==> src/rtl/mem_port_arbiter_if.sv <==
// mem_port_arbiter_if: req/gnt/rvalid memory port bundle shared by cores, arbiter and memory.
interface mem_port_arbiter_if #(parameter int ADDR_W = 32, parameter int DATA_W = 32);
   logic              req;
   logic              gnt;
   logic              rvalid;
   logic [ADDR_W-1:0] addr;
   logic              we;
   logic [DATA_W/8-1:0] be;
   logic [DATA_W-1:0] wdata;
   logic [DATA_W-1:0] rdata;
   modport master (output req, addr, we, be, wdata, input gnt, rvalid, rdata);
   modport slave  (input req, addr, we, be, wdata, output gnt, rvalid, rdata);
endinterface

==> src/rtl/mem_port_arbiter.sv <==
// mem_port_arbiter: round-robin 2:1 arbiter onto one memory port, rvalid routed back through an in-order ID queue.
// Defining MEM_ARB_PERF_CNT_EN adds per-master grant counters and a conflict-cycle counter.
module mem_port_arbiter #(
   parameter int ADDR_W          = 32,
   parameter int DATA_W          = 32,
   parameter int MAX_OUTSTANDING = 2
) (
   input  logic               clk_i,
   input  logic               rst_ni,
   mem_port_arbiter_if.slave  m0,
   mem_port_arbiter_if.slave  m1,
   mem_port_arbiter_if.master mem,
`ifdef MEM_ARB_PERF_CNT_EN
   output logic [31:0]        gnt_cnt0_o,
   output logic [31:0]        gnt_cnt1_o,
   output logic [31:0]        conflict_cnt_o,
`endif
   output logic               rsp_err_o
);
   localparam int PW = (MAX_OUTSTANDING > 1) ? $clog2(MAX_OUTSTANDING) : 1;
   localparam int CW = $clog2(MAX_OUTSTANDING) + 1;

   logic          id_q [MAX_OUTSTANDING];
   logic          id_d [MAX_OUTSTANDING];
   logic [PW-1:0] rd_q, rd_d, wr_q, wr_d;
   logic [CW-1:0] cnt_q, cnt_d;
   logic          rr_q, rr_d, lock_q, lock_d, lock_id_q, lock_id_d, err_q, err_d;
   logic          full, elig0, elig1, sel, mux_sel, mem_req, acc, pop, head;
   logic [ADDR_W-1:0]   addr_mux;
   logic [DATA_W/8-1:0] be_mux;
   logic [DATA_W-1:0]   wdata_mux;

   function automatic logic [PW-1:0] nxt(input logic [PW-1:0] p);
      return (p == PW'(MAX_OUTSTANDING - 1)) ? '0 : p + 1'b1;
   endfunction

   always_comb begin
      // Outputs are forced quiet while reset is held, regardless of master inputs.
      full      = cnt_q == CW'(MAX_OUTSTANDING);
      elig0     = rst_ni & m0.req & ~full;
      elig1     = rst_ni & m1.req & ~full;
      sel       = lock_q ? lock_id_q : (elig0 ^ elig1) ? elig1 : rr_q;
      mem_req   = sel ? elig1 : elig0;
      mux_sel   = mem_req & sel;
      addr_mux  = mux_sel ? m1.addr : m0.addr;
      be_mux    = mux_sel ? m1.be : m0.be;
      wdata_mux = mux_sel ? m1.wdata : m0.wdata;
      acc       = mem_req & mem.gnt;
      pop       = mem.rvalid & (cnt_q != '0);
      head      = id_q[rd_q];
      id_d      = id_q;
      if (acc) id_d[wr_q] = sel;
      wr_d      = acc ? nxt(wr_q) : wr_q;
      rd_d      = pop ? nxt(rd_q) : rd_q;
      cnt_d     = cnt_q + CW'(acc) - CW'(pop);
      rr_d      = acc ? ~sel : rr_q;
      lock_d    = mem_req & ~mem.gnt;
      lock_id_d = sel;
      err_d     = err_q | (mem.rvalid & (cnt_q == '0));
   end

   always_ff @(posedge clk_i or negedge rst_ni) begin
      if (!rst_ni) begin
         for (int i = 0; i < MAX_OUTSTANDING; i++) id_q[i] <= 1'b0;
         rd_q      <= '0;
         wr_q      <= '0;
         cnt_q     <= '0;
         rr_q      <= 1'b0;
         lock_q    <= 1'b0;
         lock_id_q <= 1'b0;
         err_q     <= 1'b0;
      end else begin
         id_q      <= id_d;
         rd_q      <= rd_d;
         wr_q      <= wr_d;
         cnt_q     <= cnt_d;
         rr_q      <= rr_d;
         lock_q    <= lock_d;
         lock_id_q <= lock_id_d;
         err_q     <= err_d;
      end
   end

   assign mem.req    = mem_req;
   assign mem.addr   = addr_mux;
   assign mem.we     = mux_sel ? m1.we : m0.we;
   assign mem.be     = be_mux;
   assign mem.wdata  = wdata_mux;
   assign m0.gnt     = acc & ~sel;
   assign m1.gnt     = acc & sel;
   assign m0.rvalid  = pop & ~head;
   assign m1.rvalid  = pop & head;
   assign m0.rdata   = mem.rdata;
   assign m1.rdata   = mem.rdata;
   assign rsp_err_o  = err_q;

`ifdef MEM_ARB_PERF_CNT_EN
   logic [31:0] gnt_cnt0_q, gnt_cnt0_d, gnt_cnt1_q, gnt_cnt1_d, conflict_cnt_q, conflict_cnt_d;

   always_comb begin
      gnt_cnt0_d     = gnt_cnt0_q + 32'(acc & ~sel);
      gnt_cnt1_d     = gnt_cnt1_q + 32'(acc & sel);
      conflict_cnt_d = conflict_cnt_q + 32'(m0.req & m1.req);
   end

   always_ff @(posedge clk_i or negedge rst_ni) begin
      if (!rst_ni) begin
         gnt_cnt0_q     <= '0;
         gnt_cnt1_q     <= '0;
         conflict_cnt_q <= '0;
      end else begin
         gnt_cnt0_q     <= gnt_cnt0_d;
         gnt_cnt1_q     <= gnt_cnt1_d;
         conflict_cnt_q <= conflict_cnt_d;
      end
   end

   assign gnt_cnt0_o     = gnt_cnt0_q;
   assign gnt_cnt1_o     = gnt_cnt1_q;
   assign conflict_cnt_o = conflict_cnt_q;
`endif
endmodule
==> src/flat_wrapper.sv <==
// flat-port wrapper written by rule: the top's interface ports become plain ports
module mem_port_arbiter_flat 
#(
   parameter int ADDR_W          = 32,
   parameter int DATA_W          = 32,
   parameter int MAX_OUTSTANDING = 2
)
  (clk_i, rst_ni, rsp_err_o, m0_req, m0_addr, m0_we, m0_be, m0_wdata, m0_gnt, m0_rvalid, m0_rdata, m1_req, m1_addr, m1_we, m1_be, m1_wdata, m1_gnt, m1_rvalid, m1_rdata, mem_req, mem_addr, mem_we, mem_be, mem_wdata, mem_gnt, mem_rvalid, mem_rdata);
  mem_port_arbiter_if #(.ADDR_W(ADDR_W), .DATA_W(DATA_W)) m0_i ();
  mem_port_arbiter_if #(.ADDR_W(ADDR_W), .DATA_W(DATA_W)) m1_i ();
  mem_port_arbiter_if #(.ADDR_W(ADDR_W), .DATA_W(DATA_W)) mem_i ();
  input  logic clk_i;
  input  logic rst_ni;
  output logic rsp_err_o;
  input wire logic [$bits(m0_i.req)-1:0] m0_req;
  input wire logic [$bits(m0_i.addr)-1:0] m0_addr;
  input wire logic [$bits(m0_i.we)-1:0] m0_we;
  input wire logic [$bits(m0_i.be)-1:0] m0_be;
  input wire logic [$bits(m0_i.wdata)-1:0] m0_wdata;
  output wire logic [$bits(m0_i.gnt)-1:0] m0_gnt;
  output wire logic [$bits(m0_i.rvalid)-1:0] m0_rvalid;
  output wire logic [$bits(m0_i.rdata)-1:0] m0_rdata;
  input wire logic [$bits(m1_i.req)-1:0] m1_req;
  input wire logic [$bits(m1_i.addr)-1:0] m1_addr;
  input wire logic [$bits(m1_i.we)-1:0] m1_we;
  input wire logic [$bits(m1_i.be)-1:0] m1_be;
  input wire logic [$bits(m1_i.wdata)-1:0] m1_wdata;
  output wire logic [$bits(m1_i.gnt)-1:0] m1_gnt;
  output wire logic [$bits(m1_i.rvalid)-1:0] m1_rvalid;
  output wire logic [$bits(m1_i.rdata)-1:0] m1_rdata;
  output wire logic [$bits(mem_i.req)-1:0] mem_req;
  output wire logic [$bits(mem_i.addr)-1:0] mem_addr;
  output wire logic [$bits(mem_i.we)-1:0] mem_we;
  output wire logic [$bits(mem_i.be)-1:0] mem_be;
  output wire logic [$bits(mem_i.wdata)-1:0] mem_wdata;
  input wire logic [$bits(mem_i.gnt)-1:0] mem_gnt;
  input wire logic [$bits(mem_i.rvalid)-1:0] mem_rvalid;
  input wire logic [$bits(mem_i.rdata)-1:0] mem_rdata;
  assign m0_i.req = m0_req;
  assign m0_i.addr = m0_addr;
  assign m0_i.we = m0_we;
  assign m0_i.be = m0_be;
  assign m0_i.wdata = m0_wdata;
  assign m0_gnt = m0_i.gnt;
  assign m0_rvalid = m0_i.rvalid;
  assign m0_rdata = m0_i.rdata;
  assign m1_i.req = m1_req;
  assign m1_i.addr = m1_addr;
  assign m1_i.we = m1_we;
  assign m1_i.be = m1_be;
  assign m1_i.wdata = m1_wdata;
  assign m1_gnt = m1_i.gnt;
  assign m1_rvalid = m1_i.rvalid;
  assign m1_rdata = m1_i.rdata;
  assign mem_req = mem_i.req;
  assign mem_addr = mem_i.addr;
  assign mem_we = mem_i.we;
  assign mem_be = mem_i.be;
  assign mem_wdata = mem_i.wdata;
  assign mem_i.gnt = mem_gnt;
  assign mem_i.rvalid = mem_rvalid;
  assign mem_i.rdata = mem_rdata;
  mem_port_arbiter #(.ADDR_W(ADDR_W), .DATA_W(DATA_W), .MAX_OUTSTANDING(MAX_OUTSTANDING)) u_core (.clk_i(clk_i), .rst_ni(rst_ni), .m0(m0_i), .m1(m1_i), .mem(mem_i), .rsp_err_o(rsp_err_o));
endmodule
==> config.mk <==
export PLATFORM = sky130hd
export DESIGN_NAME = mem_port_arbiter_flat
export DESIGN_NICKNAME = d
export VERILOG_FILES = /design/src/rtl/mem_port_arbiter_if.sv /design/src/rtl/mem_port_arbiter.sv /design/src/flat_wrapper.sv
export SDC_FILE = /design/constraint.sdc
export NUM_CORES = 1
export LEC_CHECK = 0
export CAP_MARGIN = 20
export CORE_AREA = 2 2 121 123
export DETAILED_ROUTE_END_ITERATION = 8
export DIE_AREA = 0 0 123 125
export GPL_ROUTABILITY_DRIVEN = 0
export PLACE_DENSITY = 0.65
export SYNTH_ARGS = -nofsm -noshare
export SYNTH_HDL_FRONTEND = slang
export SYNTH_SLANG_ARGS = --single-unit
==> constraint.sdc <==
create_clock -name clk_i -period 2.59 [get_ports clk_i]
set_clock_uncertainty 0.05 [all_clocks]
set_input_delay 0.518 -clock clk_i [delete_from_list [all_inputs] [get_ports clk_i]]
set_output_delay 0.518 -clock clk_i [all_outputs]
set_load 0.01 [all_outputs]
* Word-level counts from Yosys, hierarchy flattened
Index checks and enable logic that the tools add are counted.
** Word-level totals
- Flip-flop bits (word level) :: 10
- Output and inout port bits :: 139
- Word-level logic and storage cells :: 56
** Operators by class
- Order comparisons :: 3
- Mux-type cells :: 15
- Bitwise operators :: 21
- $add $sub $neg :: 4
- Reduce and logical (&&, ||, !) cells :: 3
- Equal/unequal tests :: 1
** Operators with widths (number)
- 2-to-1 mux 32 bit :: 2
- bitwise AND 1 bit :: 13
- 2-to-1 mux 1 bit :: 10
- greater-or-equal comparator 2 bit (second input constant) :: 2
- 2-to-1 mux 4 bit :: 1
- inverter 1 bit :: 4
- inverter 1 -> 2 bit :: 2
- adder 1 bit (second input constant) :: 2
- adder 2 x 1 -> 2 bit :: 1
- bitwise mux 2 bit :: 1
- equality test 2 bit (second input constant) :: 1
- zero test 2 bit :: 1
- less-than comparator 2 x 1 -> 1 bit (second input constant) :: 1
- nonzero test 2 bit :: 1
- subtractor 2 x 1 -> 2 bit :: 1
- demux 1 bit (select 1 bit) :: 1
- logical AND 1 bit :: 1
- bitwise OR 1 bit :: 1
- bitwise XOR 1 bit :: 1

* Logic depth before layout (Yosys ltp)
Gate-level depths: netlist (run 1).
- Depth in word-level cells :: 10
- Gate-level depth with buffers :: 5
- Depth with buffers taken out :: 5

* Worst setup path after synthesis (run 1)
No wires, ideal clock.
- Kind :: flip-flop to output port
- Start point :: register u_core.cnt_q[1]
- End point :: output port mem_addr[25]
- Path slack :: 451 ps
- Buffers on the path :: 1
- Required time :: 2022 ps
- Data arrival time :: 1571 ps
- Stages on the path, launching flop included :: 6
- Cells stage by stage :: dfrtp_1 > nand2b_4 > nand2_2 > a211oi_4 > buf_6 > mux2_1
** On the way
- Cells in the longest elaborated chain, start to end :: 9
- Elaborated cells on any way between the ends :: 10
** RTL lines
- start: declaration :: RTL line mem_port_arbiter.sv:26 : logic [CW-1:0] cnt_q, cnt_d;
- start signal: assignment :: RTL line mem_port_arbiter.sv:76 : cnt_q <= cnt_d;
- equality test 2 bit (*) :: RTL line mem_port_arbiter.sv:39 : full = cnt_q == CW'(MAX_OUTSTANDING);
- inverter 1 bit (*) :: RTL line mem_port_arbiter.sv:40, mem_port_arbiter.sv:41
- bitwise AND 1 bit, on equally long branches :: RTL line mem_port_arbiter.sv:40, mem_port_arbiter.sv:41
- bitwise XOR 1 bit :: RTL line mem_port_arbiter.sv:42 : sel = lock_q ? lock_id_q : (elig0 ^ elig1) ? elig1 : rr_q;
- 2-to-1 mux 1 bit (2 in a row) :: RTL line mem_port_arbiter.sv:42
- 2-to-1 mux 1 bit :: RTL line mem_port_arbiter.sv:43 : mem_req = sel ? elig1 : elig0;
- bitwise AND 1 bit (*) :: RTL line mem_port_arbiter.sv:44 : mux_sel = mem_req & sel;
- 2-to-1 mux 32 bit (*) :: RTL line mem_port_arbiter.sv:45 : addr_mux = mux_sel ? m1.addr : m0.addr;
- end: declaration :: RTL line flat_wrapper.sv:32 : output wire logic [$bits(mem_i.addr)-1:0] mem_addr;
Mark *: on every way between the ends. The rest lies on a longest branch, timed or not.

* Worst setup path after layout (run 1)
- Start point :: register u_core.lock_q
- End point :: output port mem_wdata[25]
** On the way
- Cells in the longest elaborated chain, start to end :: 4
** RTL lines
- start: declaration :: RTL line mem_port_arbiter.sv:27 : logic rr_q, rr_d, lock_q, lock_d, lock_id_q, lock_id_d, err_q, err_d;
- start signal: assignment :: RTL line mem_port_arbiter.sv:78 : lock_q <= lock_d;
- 2-to-1 mux 1 bit (*) :: RTL line mem_port_arbiter.sv:42
- 2-to-1 mux 1 bit :: RTL line mem_port_arbiter.sv:43
- bitwise AND 1 bit (*) :: RTL line mem_port_arbiter.sv:44
- 2-to-1 mux 32 bit (*) :: RTL line mem_port_arbiter.sv:47 : wdata_mux = mux_sel ? m1.wdata : m0.wdata;
- end: declaration :: RTL line flat_wrapper.sv:35 : output wire logic [$bits(mem_i.wdata)-1:0] mem_wdata;
Marked as above.

==> results of run 1 <==
[critical path, delay by kind of cell (launching register included)]
family                 cells  cell delay (ps)
and+or+nand+nor            2              160
muxes                      1              300
AOI/OAI and AO/OA          1              240
DFF                        1              410
buffers and inverters      5              640
[through the flow]
| step | instances | cell area [µm²] | power [mW] | hold WS (ps) |
|---|---|---|---|---|
| after floorplan | 196 | 1900 | 0.988 | 172 |
| after global placement | 543 | 3880 | 1.60 | 393 |
| after detailed placement | 543 | 3880 | 1.63 | 408 |
| after CTS | 565 | 4240 | 2.15 | 337 |
| after global routing | 565 | 4230 | 2.27 | 364 |
| final | 565 | 4230 | 2.14 | 331 |
[sequential cells by signal (all words and copies together), names as in the netlist]
| signal | cells |
|---|---|
| u_core.lock_q | 1 |
| u_core.rsp_err_o | 1 |
| u_core.lock_id_q | 1 |
| u_core.id_q | 2 |
| u_core.rd_q | 1 |
| u_core.rr_q | 1 |
| u_core.cnt_q | 2 |
| u_core.wr_q | 1 |
[cell families (layout without fill, tap and decap cells)]
group	Yosys count	after routing	synth area share [%]
fa+ha+maj	1	1	0.659
simple gates	26	26	8.04
flops	10	10	13.2
buf+inv	75	260	30.3
mux	72	72	42.7
xor+xnor	5	5	2.31
compound gates	7	7	2.90
[worst max-delay path by stage]
stage	depth (start not counted)	slack, ps	to	start
detailed placement	6	-640	mem_addr[25]	m1_req
global route	9	-50	mem_wdata[25]	u_core.lock_q
floorplan	5	450	mem_addr[25]	u_core.cnt_q[1]
global placement	6	-640	mem_we	rst_ni
finish	9	5	mem_wdata[25]	u_core.lock_q
CTS	9	-40	mem_wdata[21]	u_core.lock_q
[cells in the final DEF (no fill, tap or decap), types with 2 or more instances in the layout]
cell type | netlist | routed
nor3_1 | 3 | 2
buf_12 | 0 | 6
mux2_4 | 0 | 25
mux2_2 | 60 | 39
nand3_1 | 2 | 2
nor4_1 | 3 | 3
buf_2 | 0 | 38
clkdlybuf4s15_2 | 0 | 3
buf_16 | 0 | 4
dlygate4sd2_1 | 0 | 3
a21oi_1 | 2 | 2
nand2b_4 | 1 | 2
xnor2_1 | 4 | 4
clkbuf_2 | 0 | 6
buf_6 | 7 | 25
buf_4 | 64 | 18
clkbuf_16 | 0 | 5
nand2_1 | 3 | 2
clkdlybuf4s50_1 | 0 | 144
mux2_1 | 11 | 7
clkdlybuf4s15_1 | 0 | 2
nor2_1 | 4 | 3
dfrtp_1 | 10 | 10
inv_1 | 4 | 4
[layout make-up]
| type | instances | area (µm²) | area share, % |
|---|---|---|---|
| Inverter | 4 | 15.0 | 0.355 |
| Multi-Input combinational cell | 111 | 1190 | 28.1 |
| Tap cell | 184 | 230 | 5.45 |
| Clock buffer | 4 | 88.8 | 2.10 |
| Timing Repair Buffer | 252 | 2450 | 58.0 |
| Sequential cell | 10 | 250 | 5.92 |
[layer usage]
layer,vias up,part of all wire [%],track usage (%)
met5,-,0,0
li1,994,-,-
met3,15,12,4.24
met2,158,46,21.0
met1,1022,40,15.8
met4,0,1.7,3.14
[Yosys cell counts]
cell / number
buf_4: 64
mux2_2: 60
mux2_1: 11
dfrtp_1: 10
buf_6: 7
inv_1: 4
nor2_1: 4
xnor2_1: 4
nand2_1: 3
nor3_1: 3
nor4_1: 3
a21oi_1: 2
nand2b_1: 2
nand3_1: 2
o21ai_0: 2
a211oi_4: 1
a21o_1: 1
and2_1: 1
and3_1: 1
ha_1: 1
mux2i_1: 1
nand2_2: 1
nand2b_4: 1
nand4_1: 1
nand4b_1: 1
nor2b_1: 1
nor3b_1: 1
nor4b_1: 1
o211ai_1: 1
xor2_1: 1
[power groups by stage]
stage               sequential (mW)  combinational, mW  clock (mW)
finish                        0.279               1.56       0.302
global route                  0.291               1.66       0.315
floorplan                     0.272              0.716           0
global placement              0.273               1.33           0
detailed placement            0.277               1.35           0
CTS                           0.274               1.56       0.311
[repair_timing]
action / 4_1_cts / 5_1_grt
cloned: 5 / 2
pin swaps: 2 / 1
hold buffers: 0 / 0
gates resized for setup: 315 / 27
setup buffers: 13 / 1
setup endpoints to repair: 72 / 70
==> run summary, run 1 <==
Worst path required time = 2020 ps
Tightest Pin Transition = 340 ps
Synth Area per Inst = 9.68 µm²
Final setup viols = 0
Final Hold Viols = 0
Initial DRT Pass Iterations = 4
CP endpoint kind = primary output
DRT Wirelength = 10700 µm
Die Span X = 123 µm
Area grow syn2layout = 123%
Worst slack, placed = -638 ps
Gr usage total = 12.7%
Tmin final = 2580 ps
First-pass GRT wire length = 14500 µm
Die ar. = 15400 µm²
Core area = 14200 µm²
Post-synth top area share = 35.6%
Startpoint Class = register
Peak fanout along the critical path = 5
Final Max Slew Viols = 0
Sink Count = 10
DRC viols = 0
Vias post-DR = 2189
Period utilisation layout = 99.8%
Final core utilization = 29.8%
Unrepaired setup endpoints after global routing = yes
DR WL/cell = 18.9 µm
Fill cells = 1453
Largest net degree at the start of global routing = 15
Initial Util = 13.4%
Seq pwr share = 13.0%
Buffers on Ports = 218
Setup TNS = 0 ps
End of the worst register-to-register path = u_core.id_q[0]
Synth warn = 0
R2r worst-path depth = 7
Clock slew at reported path FFs = 40 ps
Outcome = finished, final reports clean
Switch share = 34.0%
Antenna diodes = 0
Critical Path Slowest Stage Cell = dfrtp_1
Cell taking the most area after synthesis = mux2_2
Synth Register Bits = 10
CTS Root Cell = clkbuf_16
VDD IR-drop max = 0.000563 V
Max Freq = 387 MHz
DR vias/cell = 3.87
Layout cells sized above 1 = 46.7%
Crit Reg-Reg Startpoint = u_core.lock_q
Initial antenna violation count = 0
R2R setup slack = 660 ps
Hold Path Class = input port to asynchronous set/reset pin
Row cnt = 44
Worst skew pair latency = 230 ps
Mapped Area = 1900 µm²
CP Cell Sequence = nand2b_4 > nand2_4 > a211oi_4 > buf_12 > buf_12 > buf_16 > buf_6 > mux2_4 > buf_6
Die H = 125 µm
Post-synth net total = 373
Max cap viols = 0
Vias in the first global route = 2324
CTS tree = yes
Data arrival, critical path = 2020 ps
Seq/Total Area, Yosys = 13.2%
CTS H-tree depth = 1
Internal Pwr Total = 1.42 mW
Post-DP HPWL = 8020 µm
Worst setup path class = register to primary output
Relative slew slack = 77.2%
Comb pwr share = 72.9%
Ports = 315
# nets final = 559
DR iter-0 viols = 36
Pleak = 1.78 nW
Crit path largest cell delay = 410 ps
Clk buf depth = 2
Cells after Synth = 196
CTS buffer count = 3
GRT overflow = 0
NetSw = 728 µW
Post-DRT Antenna Nets = 0
Distinct cells, synth = 30
Ranking of synthesized cells by area = mux2_2 (36%), buf_4 (25%), dfrtp_1 (13%)
Final worst slack = 5.35 ps
PD cells = 507 nW/µm²
Clock power share = 14.1%
Power figures use the tool's default switching activity.
==> run 2, diff against run 1 <==
--- a/config.mk
+++ b/config.mk
@@ -11,6 +11,7 @@
 export DIE_AREA = 0 0 123 125
 export GPL_ROUTABILITY_DRIVEN = 0
 export PLACE_DENSITY = 0.65
+export SKIP_LAST_GASP = 1
 export SYNTH_ARGS = -nofsm -noshare
 export SYNTH_HDL_FRONTEND = slang
 export SYNTH_SLANG_ARGS = --single-unit
==> run 2 against run 1 <==
Compared with the run above:
- count of clock-buffer cells in the layout unchanged
- fmax fell by 0.13%
- routed wire length fell by 0.34%
- clock power barely moved
- sequential power is essentially flat
- first-iteration DRC count rose by 5.6%
- non-clock buffer count rose by 1
- critical path depth stayed put
- highest routed layer unchanged
==> run summary, run 2 (synthesis gave the netlist of run 1 again) <==
Post-DP HPWL = 8020 µm (unchanged)
Commonest cells after routing, fill and taps aside = clkdlybuf4s50_1 (144), mux2_2 (41), buf_2 (35)
Fill cells = 1450 (-0.21%)
Largest registers = u_core.cnt_q x2, u_core.id_q x2
CTS H-tree depth = 1 (unchanged)
Relative slew slack = 77.2% (unchanged)
Worst path required time = 2020 ps (about the same)
VDD IR-drop max = 0.000562 V (-0.22%)
End of the worst register-to-register path = u_core.id_q[0]
Period utilisation layout = 99.9% (+0.13 points)
Vias post-DR = 2178 (-0.50%)
CP endpoint kind = primary output
PD cells = 502 nW/µm² (-1.1%)
Startpoint Class = register
Unrepaired setup endpoints after global routing = yes
Final core utilization = 29.8% (+0.053 points)
Max Freq = 386 MHz (-0.13%)
Tmin final = 2590 ps (+3.26 ps)
Peak fanout along the critical path = 6 (+1)
Area grow syn2layout = 123%
Tightest Pin Transition = 340 ps (unchanged)
Max cap viols = 0 (unchanged)
Sink Count = 10 (unchanged)
Area of the multi-input gates = 1170 µm² (-1.9%)
Largest net degree at the start of global routing = 15 (unchanged)
# nets final = 560 (+0.18%)
Row cnt = 44 (unchanged)
Final Hold Viols = 0 (unchanged)
Die H = 125 µm (unchanged)
CTS Root Cell = clkbuf_16
Die Span X = 123 µm (unchanged)
DR WL/cell = 18.8 µm (-0.51%)
Outcome = finished, final reports clean
Initial DRT Pass Iterations = 4 (unchanged)
R2R setup slack = 660 ps (about the same)
Antenna diodes = 0 (unchanged)
Post-DRT Antenna Nets = 0 (unchanged)
Met1 Resource Use GR = 15.0% (-0.75 points)
M2 GR Usage = 21.0% (unchanged)
Hold Path Class = input port to asynchronous set/reset pin
Register area = 250 µm² (unchanged)
Final setup viols = 0 (unchanged)
Layout cells sized above 1 = 44.8% (-2.0 points)
CTS buffer count = 3 (unchanged)
Top Usage Layer GRT = met2
Gr usage total = 12.3% (-0.36 points)
Min Hold Slack = 331 ps (-0.00900 ps)
Buffers on Ports = 218 (unchanged)
DRC viols = 0 (unchanged)
GRT overflow = 0 (unchanged)
R2r worst-path depth = 7 (unchanged)
Crit Reg-Reg Startpoint = u_core.lock_q
Core area = 14200 µm² (unchanged)
Data arrival, critical path = 2020 ps (about the same)
Worst setup path class = register to primary output
Pleak = 1.76 nW (-0.92%)
Final Max Slew Viols = 0 (unchanged)
Die ar. = 15400 µm² (unchanged)
Vias in the first global route = 2290 (-1.5%)
Initial Util = 13.4% (unchanged)
DR vias/cell = 3.85 (-0.68%)
Commonest non-fill, non-tap cell in the layout = clkdlybuf4s50_1
DRT Wirelength = 10700 µm (-0.34%)
First-pass GRT wire length = 14100 µm (-2.8%)
Initial antenna violation count = 0 (unchanged)
CTS tree = yes
Clk buf depth = 2 (unchanged)
Clock slew at reported path FFs = 40 ps (about the same)
Ports = 315 (unchanged)
DR iter-0 viols = 38 (+5.6%)
M3 GR Usage = 4.38% (+0.14 points)
Worst skew pair latency = 230 ps (about the same)
==> run 2: changes by cell type in the layout (fill, tap and decap cells not counted), sizes merged <==
cell | previous run | this run
clkbuf | 12 | 10
buf | 92 | 87
clkdlybuf4s15 | 5 | 13
==> run 2: how the worst max path moves through the flow <==
| stage | startpoint | end | slack, ps | depth (start not counted) |
|---|---|---|---|---|
| after CTS | u_core.lock_q | mem_addr[25] | -90 | 8 |
| after floorplan | u_core.cnt_q[1] | mem_addr[25] | 450 | 5 |
| after detailed placement | m1_req | mem_addr[25] | -640 | 6 |
| final | u_core.lock_q | mem_wdata[25] | 2 | 9 |
| after global placement | rst_ni | mem_we | -640 | 6 |
| after global routing | u_core.lock_q | mem_wdata[25] | -50 | 9 |
==> run 2: area by class of cell <==
class	count	share of cell area [%]
clock buffers	4	2.10
inverters	4	0.355
multi-input cells	111	27.6
flip-flops and latches	10	5.91
well taps	184	5.44
repair buffers	253	58.6
==> run 2: stage by stage <==
| stage | setup WS, ps | total power [mW] | instances | setup TNS (ps) | area [µm²] |
|---|---|---|---|---|---|
| after global placement | -639 | 1.60 | 543 | -38300 | 3880 |
| after global routing | -54.2 | 2.25 | 566 | -433 | 4240 |
| after detailed placement | -638 | 1.63 | 543 | -39030 | 3880 |
| after CTS | -91.3 | 2.08 | 565 | -1060 | 4100 |
| after floorplan | 451 | 0.988 | 196 | 0 | 1900 |
| final | 2.09 | 2.12 | 566 | 0 | 4240 |
==> run 2: worst max-delay path, cell delays in order (launching register included) <==
cell and delay [ps]:
dfrtp_1 410, nand2b_4 100, nand2_4 60, a211oi_4 240, buf_12 180, buf_12 140
buf_16 120, buf_6 100, mux2_4 300, buf_6 120
==> run 2: metal layers <==
layer | wire length (µm) | part of all wire (%) | up-vias
met1 | 4390 | 41 | 1026
li1 | - | - | 995
met4 | 90 | 0.84 | 0
met2 | 4970 | 47 | 146
met3 | 1210 | 11 | 11
met5 | 0 | 0 | -
==> run 2: what timing repair did <==
item,4_1_cts,5_1_grt
endpoints found under the setup margin,72,70
gates cloned,5,3
hold buffers,0,0
setup buffers,13,2
resized for setup,282,41
pin swaps,2,1
==> run 2: where the power goes <==
part,total (mW),switching (mW),internal [mW],leakage (nW)
registers,0.279,0.0531,0.226,0.117
logic,1.54,0.595,0.949,1.60
clock network,0.302,0.0703,0.232,0.0442
total,2.12,0.718,1.41,1.76
